$ cat src/rtl/ysyx_24100029_gshare_bpu_pkg.sv
// Shared types for the gshare branch predictor: branch kind encoding and BTB entry layout.
package ysyx_24100029_bpu_pkg;

  typedef enum logic [1:0] {
    COND = 2'b00,
    CALL = 2'b01,
    RET  = 2'b10,
    JUMP = 2'b11
  } br_type_e;

  // Tag storage is sized for the smallest legal BTB; unused upper bits stay zero and are trimmed.
  localparam int unsigned TAG_STORE_W = 30;

  typedef struct packed {
    logic                   valid;
    logic [TAG_STORE_W-1:0] tag;
    logic [31:0]            target;
    br_type_e               br_type;
  } btb_entry_t;

  function automatic logic [31:0] pc_plus4(input logic [31:0] pc);
    return pc + 32'd4;
  endfunction

endpackage

$ cat src/rtl/ysyx_24100029_gshare_bpu_if.sv
// Fetch-side lookup and commit-side training/recovery signals of the branch predictor.
interface ysyx_24100029_gshare_bpu_if #(
  parameter int GHR_WIDTH = 6
);

  logic                 pc_update;
  logic [31:0]          pc;
  logic [31:0]          npc;
  logic                 pred_res;
  logic [GHR_WIDTH-1:0] pred_ghr;

  logic                 br_valid;
  logic                 br_is_taken;
  logic [31:0]          br_pc;
  logic [1:0]           br_pc_type;
  logic [31:0]          br_npc;
  logic [GHR_WIDTH-1:0] br_ghr;
  logic                 br_mispred;

  modport master (
    output pc_update, pc,
    output br_valid, br_is_taken, br_pc, br_pc_type, br_npc, br_ghr, br_mispred,
    input  npc, pred_res, pred_ghr
  );

  modport slave (
    input  pc_update, pc,
    input  br_valid, br_is_taken, br_pc, br_pc_type, br_npc, br_ghr, br_mispred,
    output npc, pred_res, pred_ghr
  );

endinterface

$ cat src/rtl/ysyx_24100029_ras.sv
// Circular return address stack; a push onto a full stack overwrites the oldest entry.
module ysyx_24100029_ras #(
  parameter int DEPTH = 8,
  parameter int CNT_W = $clog2(DEPTH) + 1
) (
  input  logic             clock,
  input  logic             reset,
  input  logic             push,
  input  logic             pop,
  input  logic [31:0]      push_addr,
  output logic [31:0]      top,
  output logic [CNT_W-1:0] count
);

  localparam int PTR_W = $clog2(DEPTH);

  logic [31:0]      mem_q [DEPTH];
  logic [31:0]      mem_d [DEPTH];
  logic [PTR_W-1:0] sp_q, sp_d;
  logic [CNT_W-1:0] count_q, count_d;

  always_comb begin
    mem_d   = mem_q;
    sp_d    = sp_q;
    count_d = count_q;
    if (push) begin
      mem_d[sp_q] = push_addr;
      sp_d        = sp_q + PTR_W'(1);
      if (count_q != CNT_W'(DEPTH)) begin
        count_d = count_q + CNT_W'(1);
      end
    end else if (pop && (count_q != '0)) begin
      sp_d    = sp_q - PTR_W'(1);
      count_d = count_q - CNT_W'(1);
    end
  end

  always_ff @(posedge clock) begin
    if (reset) begin
      sp_q    <= '0;
      count_q <= '0;
    end else begin
      sp_q    <= sp_d;
      count_q <= count_d;
    end
  end

  // Stack contents carry no reset; count guards every read.
  always_ff @(posedge clock) begin
    mem_q <= mem_d;
  end

  assign top   = mem_q[sp_q - PTR_W'(1)];
  assign count = count_q;

endmodule

$ cat src/rtl/ysyx_24100029_gshare_bpu.sv
// Gshare predictor with direct-mapped BTB, return stack and speculative GHR with commit-time recovery.
module ysyx_24100029_gshare_bpu
  import ysyx_24100029_bpu_pkg::*;
#(
  parameter int GHR_WIDTH       = 6,
  parameter int PHT_INDEX_WIDTH = 8,
  parameter int CNT_WIDTH       = 2,
  parameter int BTB_INDEX_WIDTH = 4,
  parameter int RAS_DEPTH       = 8
) (
  input logic                       clock,
  input logic                       reset,
  ysyx_24100029_gshare_bpu_if.slave bpu
);

  localparam int PHT_ENTRIES = 1 << PHT_INDEX_WIDTH;
  localparam int BTB_ENTRIES = 1 << BTB_INDEX_WIDTH;
  localparam int RAS_CNT_W   = $clog2(RAS_DEPTH) + 1;
  localparam logic [CNT_WIDTH-1:0] CNT_MAX  = '1;
  localparam logic [CNT_WIDTH-1:0] CNT_INIT = CNT_WIDTH'((1 << (CNT_WIDTH - 1)) - 1);

  logic [CNT_WIDTH-1:0] pht_q [PHT_ENTRIES];
  logic [CNT_WIDTH-1:0] pht_d [PHT_ENTRIES];
  btb_entry_t           btb_q [BTB_ENTRIES];
  btb_entry_t           btb_d [BTB_ENTRIES];
  logic [GHR_WIDTH-1:0] ghr_q, ghr_d;

  logic [PHT_INDEX_WIDTH-1:0] lk_pidx;
  logic [BTB_INDEX_WIDTH-1:0] lk_bidx;
  btb_entry_t                 lk_entry;
  logic                       lk_hit;
  logic                       lk_cnt_taken;
  logic                       lk_taken;
  logic [31:0]                lk_target;
  logic [31:0]                lk_npc;

  logic                       recover;
  logic [PHT_INDEX_WIDTH-1:0] cm_pidx;
  logic [BTB_INDEX_WIDTH-1:0] cm_bidx;
  logic [CNT_WIDTH-1:0]       cm_cnt;
  br_type_e                   cm_type;

  logic                 ras_push;
  logic                 ras_pop;
  logic [31:0]          ras_top;
  logic [RAS_CNT_W-1:0] ras_count;

  logic unused_pc_bits;
  assign unused_pc_bits = ^{bpu.pc[1:0], bpu.br_pc[1:0]};

  // Zero-latency lookup: every read uses pre-edge state, so same-cycle commits are not bypassed.
  always_comb begin
    lk_pidx      = bpu.pc[2 +: PHT_INDEX_WIDTH] ^ PHT_INDEX_WIDTH'(ghr_q);
    lk_bidx      = bpu.pc[2 +: BTB_INDEX_WIDTH];
    lk_entry     = btb_q[lk_bidx];
    lk_hit       = lk_entry.valid &&
                   (lk_entry.tag == TAG_STORE_W'(bpu.pc[31:2+BTB_INDEX_WIDTH]));
    lk_cnt_taken = pht_q[lk_pidx][CNT_WIDTH-1];
    lk_taken     = lk_hit && ((lk_entry.br_type != COND) || lk_cnt_taken);
    if ((lk_entry.br_type == RET) && (ras_count != '0)) begin
      lk_target = ras_top;
    end else begin
      lk_target = lk_entry.target;
    end
    lk_npc = lk_taken ? lk_target : pc_plus4(bpu.pc);
  end

  assign bpu.npc      = lk_npc;
  assign bpu.pred_res = lk_taken;
  assign bpu.pred_ghr = ghr_q;

  always_comb begin
    ghr_d    = ghr_q;
    ras_push = 1'b0;
    ras_pop  = 1'b0;
    recover  = bpu.br_valid && bpu.br_mispred;
    cm_type  = br_type_e'(bpu.br_pc_type);

    if (bpu.pc_update && !recover) begin
      if (lk_hit && (lk_entry.br_type == COND)) begin
        ghr_d = (ghr_q << 1) | GHR_WIDTH'(lk_cnt_taken);
      end
      ras_push = lk_taken && (lk_entry.br_type == CALL);
      ras_pop  = lk_taken && (lk_entry.br_type == RET) && (ras_count != '0);
    end

    // A mispredict restarts history from the checkpoint the branch carried down the pipe.
    if (recover) begin
      if (cm_type == COND) begin
        ghr_d = (bpu.br_ghr << 1) | GHR_WIDTH'(bpu.br_is_taken);
      end else begin
        ghr_d = bpu.br_ghr;
      end
    end
  end

  always_comb begin
    pht_d   = pht_q;
    btb_d   = btb_q;
    cm_pidx = bpu.br_pc[2 +: PHT_INDEX_WIDTH] ^ PHT_INDEX_WIDTH'(bpu.br_ghr);
    cm_bidx = bpu.br_pc[2 +: BTB_INDEX_WIDTH];
    cm_cnt  = pht_q[cm_pidx];

    if (bpu.br_valid) begin
      if (cm_type == COND) begin
        if (bpu.br_is_taken && (cm_cnt != CNT_MAX)) begin
          pht_d[cm_pidx] = cm_cnt + CNT_WIDTH'(1);
        end else if (!bpu.br_is_taken && (cm_cnt != '0)) begin
          pht_d[cm_pidx] = cm_cnt - CNT_WIDTH'(1);
        end
      end
      // Not-taken commits leave the BTB alone so a previously learnt target survives.
      if (bpu.br_is_taken) begin
        btb_d[cm_bidx].valid   = 1'b1;
        btb_d[cm_bidx].tag     = TAG_STORE_W'(bpu.br_pc[31:2+BTB_INDEX_WIDTH]);
        btb_d[cm_bidx].target  = bpu.br_npc;
        btb_d[cm_bidx].br_type = cm_type;
      end
    end
  end

  always_ff @(posedge clock) begin
    if (reset) begin
      for (int i = 0; i < PHT_ENTRIES; i++) begin
        pht_q[i] <= CNT_INIT;
      end
      for (int i = 0; i < BTB_ENTRIES; i++) begin
        btb_q[i] <= '0;
      end
      ghr_q <= '0;
    end else begin
      pht_q <= pht_d;
      btb_q <= btb_d;
      ghr_q <= ghr_d;
    end
  end

  ysyx_24100029_ras #(
    .DEPTH (RAS_DEPTH),
    .CNT_W (RAS_CNT_W)
  ) u_ras (
    .clock     (clock),
    .reset     (reset),
    .push      (ras_push),
    .pop       (ras_pop),
    .push_addr (pc_plus4(bpu.pc)),
    .top       (ras_top),
    .count     (ras_count)
  );

endmodule
$ cat src/flat_wrapper.sv
// flat-port wrapper written by rule: the top's interface ports become plain ports
module ysyx_24100029_gshare_bpu_flat import ysyx_24100029_bpu_pkg::*;
#(
  parameter int GHR_WIDTH       = 6,
  parameter int PHT_INDEX_WIDTH = 8,
  parameter int CNT_WIDTH       = 2,
  parameter int BTB_INDEX_WIDTH = 4,
  parameter int RAS_DEPTH       = 8
)
  (clock, reset, bpu_pc_update, bpu_pc, bpu_br_valid, bpu_br_is_taken, bpu_br_pc, bpu_br_pc_type, bpu_br_npc, bpu_br_ghr, bpu_br_mispred, bpu_npc, bpu_pred_res, bpu_pred_ghr);
  ysyx_24100029_gshare_bpu_if #(.GHR_WIDTH(GHR_WIDTH)) bpu_i ();
  input logic clock;
  input logic reset;
  input wire logic [$bits(bpu_i.pc_update)-1:0] bpu_pc_update;
  input wire logic [$bits(bpu_i.pc)-1:0] bpu_pc;
  input wire logic [$bits(bpu_i.br_valid)-1:0] bpu_br_valid;
  input wire logic [$bits(bpu_i.br_is_taken)-1:0] bpu_br_is_taken;
  input wire logic [$bits(bpu_i.br_pc)-1:0] bpu_br_pc;
  input wire logic [$bits(bpu_i.br_pc_type)-1:0] bpu_br_pc_type;
  input wire logic [$bits(bpu_i.br_npc)-1:0] bpu_br_npc;
  input wire logic [$bits(bpu_i.br_ghr)-1:0] bpu_br_ghr;
  input wire logic [$bits(bpu_i.br_mispred)-1:0] bpu_br_mispred;
  output wire logic [$bits(bpu_i.npc)-1:0] bpu_npc;
  output wire logic [$bits(bpu_i.pred_res)-1:0] bpu_pred_res;
  output wire logic [$bits(bpu_i.pred_ghr)-1:0] bpu_pred_ghr;
  assign bpu_i.pc_update = bpu_pc_update;
  assign bpu_i.pc = bpu_pc;
  assign bpu_i.br_valid = bpu_br_valid;
  assign bpu_i.br_is_taken = bpu_br_is_taken;
  assign bpu_i.br_pc = bpu_br_pc;
  assign bpu_i.br_pc_type = bpu_br_pc_type;
  assign bpu_i.br_npc = bpu_br_npc;
  assign bpu_i.br_ghr = bpu_br_ghr;
  assign bpu_i.br_mispred = bpu_br_mispred;
  assign bpu_npc = bpu_i.npc;
  assign bpu_pred_res = bpu_i.pred_res;
  assign bpu_pred_ghr = bpu_i.pred_ghr;
  ysyx_24100029_gshare_bpu #(.GHR_WIDTH(GHR_WIDTH), .PHT_INDEX_WIDTH(PHT_INDEX_WIDTH), .CNT_WIDTH(CNT_WIDTH), .BTB_INDEX_WIDTH(BTB_INDEX_WIDTH), .RAS_DEPTH(RAS_DEPTH)) u_core (.clock(clock), .reset(reset), .bpu(bpu_i));
endmodule
$ cat config.mk
export PLATFORM = sky130hd
export DESIGN_NAME = ysyx_24100029_gshare_bpu_flat
export DESIGN_NICKNAME = d
export VERILOG_FILES = /design/src/rtl/ysyx_24100029_gshare_bpu_pkg.sv /design/src/rtl/ysyx_24100029_gshare_bpu_if.sv /design/src/rtl/ysyx_24100029_ras.sv /design/src/rtl/ysyx_24100029_gshare_bpu.sv /design/src/flat_wrapper.sv
export SDC_FILE = /design/constraint.sdc
export NUM_CORES = 2
export LEC_CHECK = 0
export BUFFER_PORTS_ARGS = -buffer_cell sky130_fd_sc_hd__clkbuf_2
export CORE_MARGIN = 8
export CORE_UTILIZATION = 42
export CTS_CLUSTER_DIAMETER = 150
export CTS_CLUSTER_SIZE = 8
export DETAILED_ROUTE_END_ITERATION = 10
export GPL_ROUTABILITY_DRIVEN = 0
export SLEW_MARGIN = 40
export SYNTH_ARGS = -nofsm -noshare
export SYNTH_HDL_FRONTEND = slang
export SYNTH_HIERARCHICAL = 1
export SYNTH_SLANG_ARGS = --single-unit
$ cat constraint.sdc
create_clock -name clock -period 8.45 [get_ports clock]
set_clock_uncertainty 0.15 [all_clocks]
set_input_delay 0.4225 -clock clock [delete_from_list [all_inputs] [get_ports clock]]
set_output_delay 0.4225 -clock clock [all_outputs]
set_load 0.05 [all_outputs]
==> qor.yml <==
drt_iter0_drc: 7054
cellPowerDensity_nw_per_um2: 206
cts.sinks: 1757
port-buffer-count: 146
ys_seq_elements: 1757
final_cell_mix: "2,262 x nand2_1, 1,500 x dfxtp_1, 1,493 x a21oi_1"
drc_errors: 0
areaGrowthSynthToFinish_pct: 12.1
synth-xor-area-share: 0.00853
finalCritPeriodShare: 0.790
synth_top_family_by_area: "multiplexers"
die-area_um2: 205000
synth_edf_count: 256
relSlewSlack: 0.377
syn_area_um2: 80000
syn_nets: 8803
detail_route.wl_per_cell_um: 24.2
viasPerCell: 6.01
cts_setup_buffers: 0
core_um2: 190000
synth_cell_types: 70
max-cap-violations: 0
synthFlopType: "dfxtp_1"
avgSynthCellArea_um2: 9.21
tns_ns: 0
synthAdderAreaFrac: 0.00135
required_ns: 7.88
track_usage: 0.249
die_h_um: 452
wirelength_um: 266000
htreeDepth: 4
dpl_worst_slack_ns: 1.44
place.detailed.hpwl_um: 150000
synth.area.mux_share: 0.179
drt_first_pass_iters: 6
clockBufferDepth: 3
rsz0062_at_grt: "no"
slew_viol_final: 0
drive_gt1_frac: 0.155
cts_hold_buf: 64
yosys_warnings: 6
min_period_ns: 6.68
clk_latency_ns: 0.88
grt_pass1_wl_um: 396000
max_freq_ghz: 0.150
grt_max_degree: 221
cts_buffers: 237
synthSimpleGateAreaFrac: 0.167
path_clk_slew_ns: 0.05
synth_compound_area_frac: 0.125
antenna_found_initial: 35
final_common_cell: "nand2_1"
ant_nets: 0
initial_core_util: 0.421
crit_path_start_kind: "flip-flop"
vias: 66000
io_pins: 149
fillers: 17600
crit_arrival_ns: 6.10
status: "completed"
p_leak_uw: 0.0281
die_w_um: 452
post-route-util: 0.472
cts-root-buf: "clkbuf_16"
seq_area_frac_synth: 0.472
tightest_slew_ns: 0.934
holdWs_ns: 0.0745
cts_resized: 0
hold_class: "in2reg"
setup_slack_ns: 1.77
synth_cells: 8685
crit_type: "reg2out"
critPathCaptureType: "output port"
overflow: 0
setup_viol: 0
hold_viol_final: 0
grt_pass1_vias: 63500
async_flop_share: 0
cts_tree: "done"
nets: 8521
vdd_drop_max_mv: 0.199
row_count: 160
cp_max_fo: 32
==> through the flow <==
stage | total power [µW] | area (µm²) | cells
after global routing | 19000 | 89600 | 11000
final | 18500 | 89600 | 11000
after global placement | 10000 | 82000 | 10600
after detailed placement | 10100 | 82300 | 10600
after floorplan | 9620 | 80000 | 8685
after CTS | 18600 | 89400 | 11000
==> path summary, 6_finish.rpt <==
check        slack [ns]                      to  cells past startpoint              startpoint
max                1.77              bpu_npc[2]                     12  u_core/bpu.pred_ghr[3]
min                0.07  u_core/bpu.pred_ghr[1]                      4          bpu_br_mispred
max reg2reg        2.93       u_core/pht_q[296]                     15       u_core/pht_q[118]
min reg2reg        0.30       u_core/btb_q[142]                      2       u_core/btb_q[142]
==> cells in the mapped netlist, drive strengths merged, types with 7 or more instances <==
library cell | count | area share
mux2 | 99 | 0.016
nor4 | 7 | 0.00070
nand2 | 2274 | 0.11
nand4 | 9 | 0.00070
mux4 | 540 | 0.15
inv | 14 | 0.00066
clkbuf | 768 | 0.036
buf | 130 | 0.011
edfxtp | 256 | 0.096
o21ai | 291 | 0.018
a22oi | 30 | 0.0028
and3 | 12 | 0.00094
nor2b | 10 | 0.00078
a22o | 12 | 0.0013
ha | 7 | 0.0011
xor2 | 27 | 0.0030
o22ai | 8 | 0.00063
or3 | 7 | 0.00061
a221oi | 26 | 0.0029
nand3 | 54 | 0.0034
dfxtp | 1501 | 0.38
a21oi | 1499 | 0.094
xnor2 | 50 | 0.0056
and2 | 11 | 0.00086
nor2 | 360 | 0.017
mux2i | 88 | 0.011
nor3 | 534 | 0.033
==> cell type report <==
type	count	area, µm²	area share
Tap cell	2511	3140	0.0350
Antenna cell	22	55.1	0.000614
Clock inverter	13	314	0.00350
Multi-Input combinational cell	6016	39100	0.436
Clock buffer	276	6110	0.0681
Timing Repair Buffer	377	3100	0.0346
Sequential cell	1757	37700	0.421
Inverter	14	60.1	0.000670
==> sequential cells by signal (all words and copies together) (netlist names) <==
register / flops
u_core/bpu.pred_ghr: 6
u_core/btb_q: 976
u_core/pht_q: 512
u_core/u_ras/count: 4
u_core/u_ras/mem_q: 256
u_core/u_ras/sp_q: 3
==> power breakdown <==
group / switching (µW) / leakage, µW / total (µW) / internal [µW]
sequential: 19.4 / 0.0144 / 8550 / 8530
combinational: 1030 / 0.0106 / 1400 / 367
clock: 3550 / 0.00311 / 8550 / 5000
==> per-layer routing <==
metal  vias to the layer above  global-route usage  wire, µm
li1                      29800                   -         -
met1                     32600               0.320    106000
met2                      2967               0.408    126000
met3                       683              0.0457     22200
met4                        12               0.117     12200
met5                         -                   0        87
==> cells by family (layout without fill, tap and decap cells) <==
kind of cell / after synthesis / count (layout)
and+or+nand+nor: 3295 / 3295
adders and majority gates: 8 / 8
AOI/OAI and AO/OA: 1909 / 1909
muxes: 727 / 727
buffers and inverters: 912 / 680
xor gates and xnor gates: 77 / 77
DFF: 1757 / 1757
other: 0 / 22
==> critical path, cell delays in order (launching register included) <==
cell and delay [ns]:
dfxtp_1 0.53, xnor2_4 0.66, buf_4 0.44, nor3_1 0.09, a32oi_1 0.27, nor4b_1 0.56, a311oi_1 0.14, a31oi_1 0.49
a21oi_1 0.41, a21oi_4 0.24, buf_4 0.64, mux2i_1 0.38, clkbuf_2 0.34
Power figures use the tool's default switching activity.
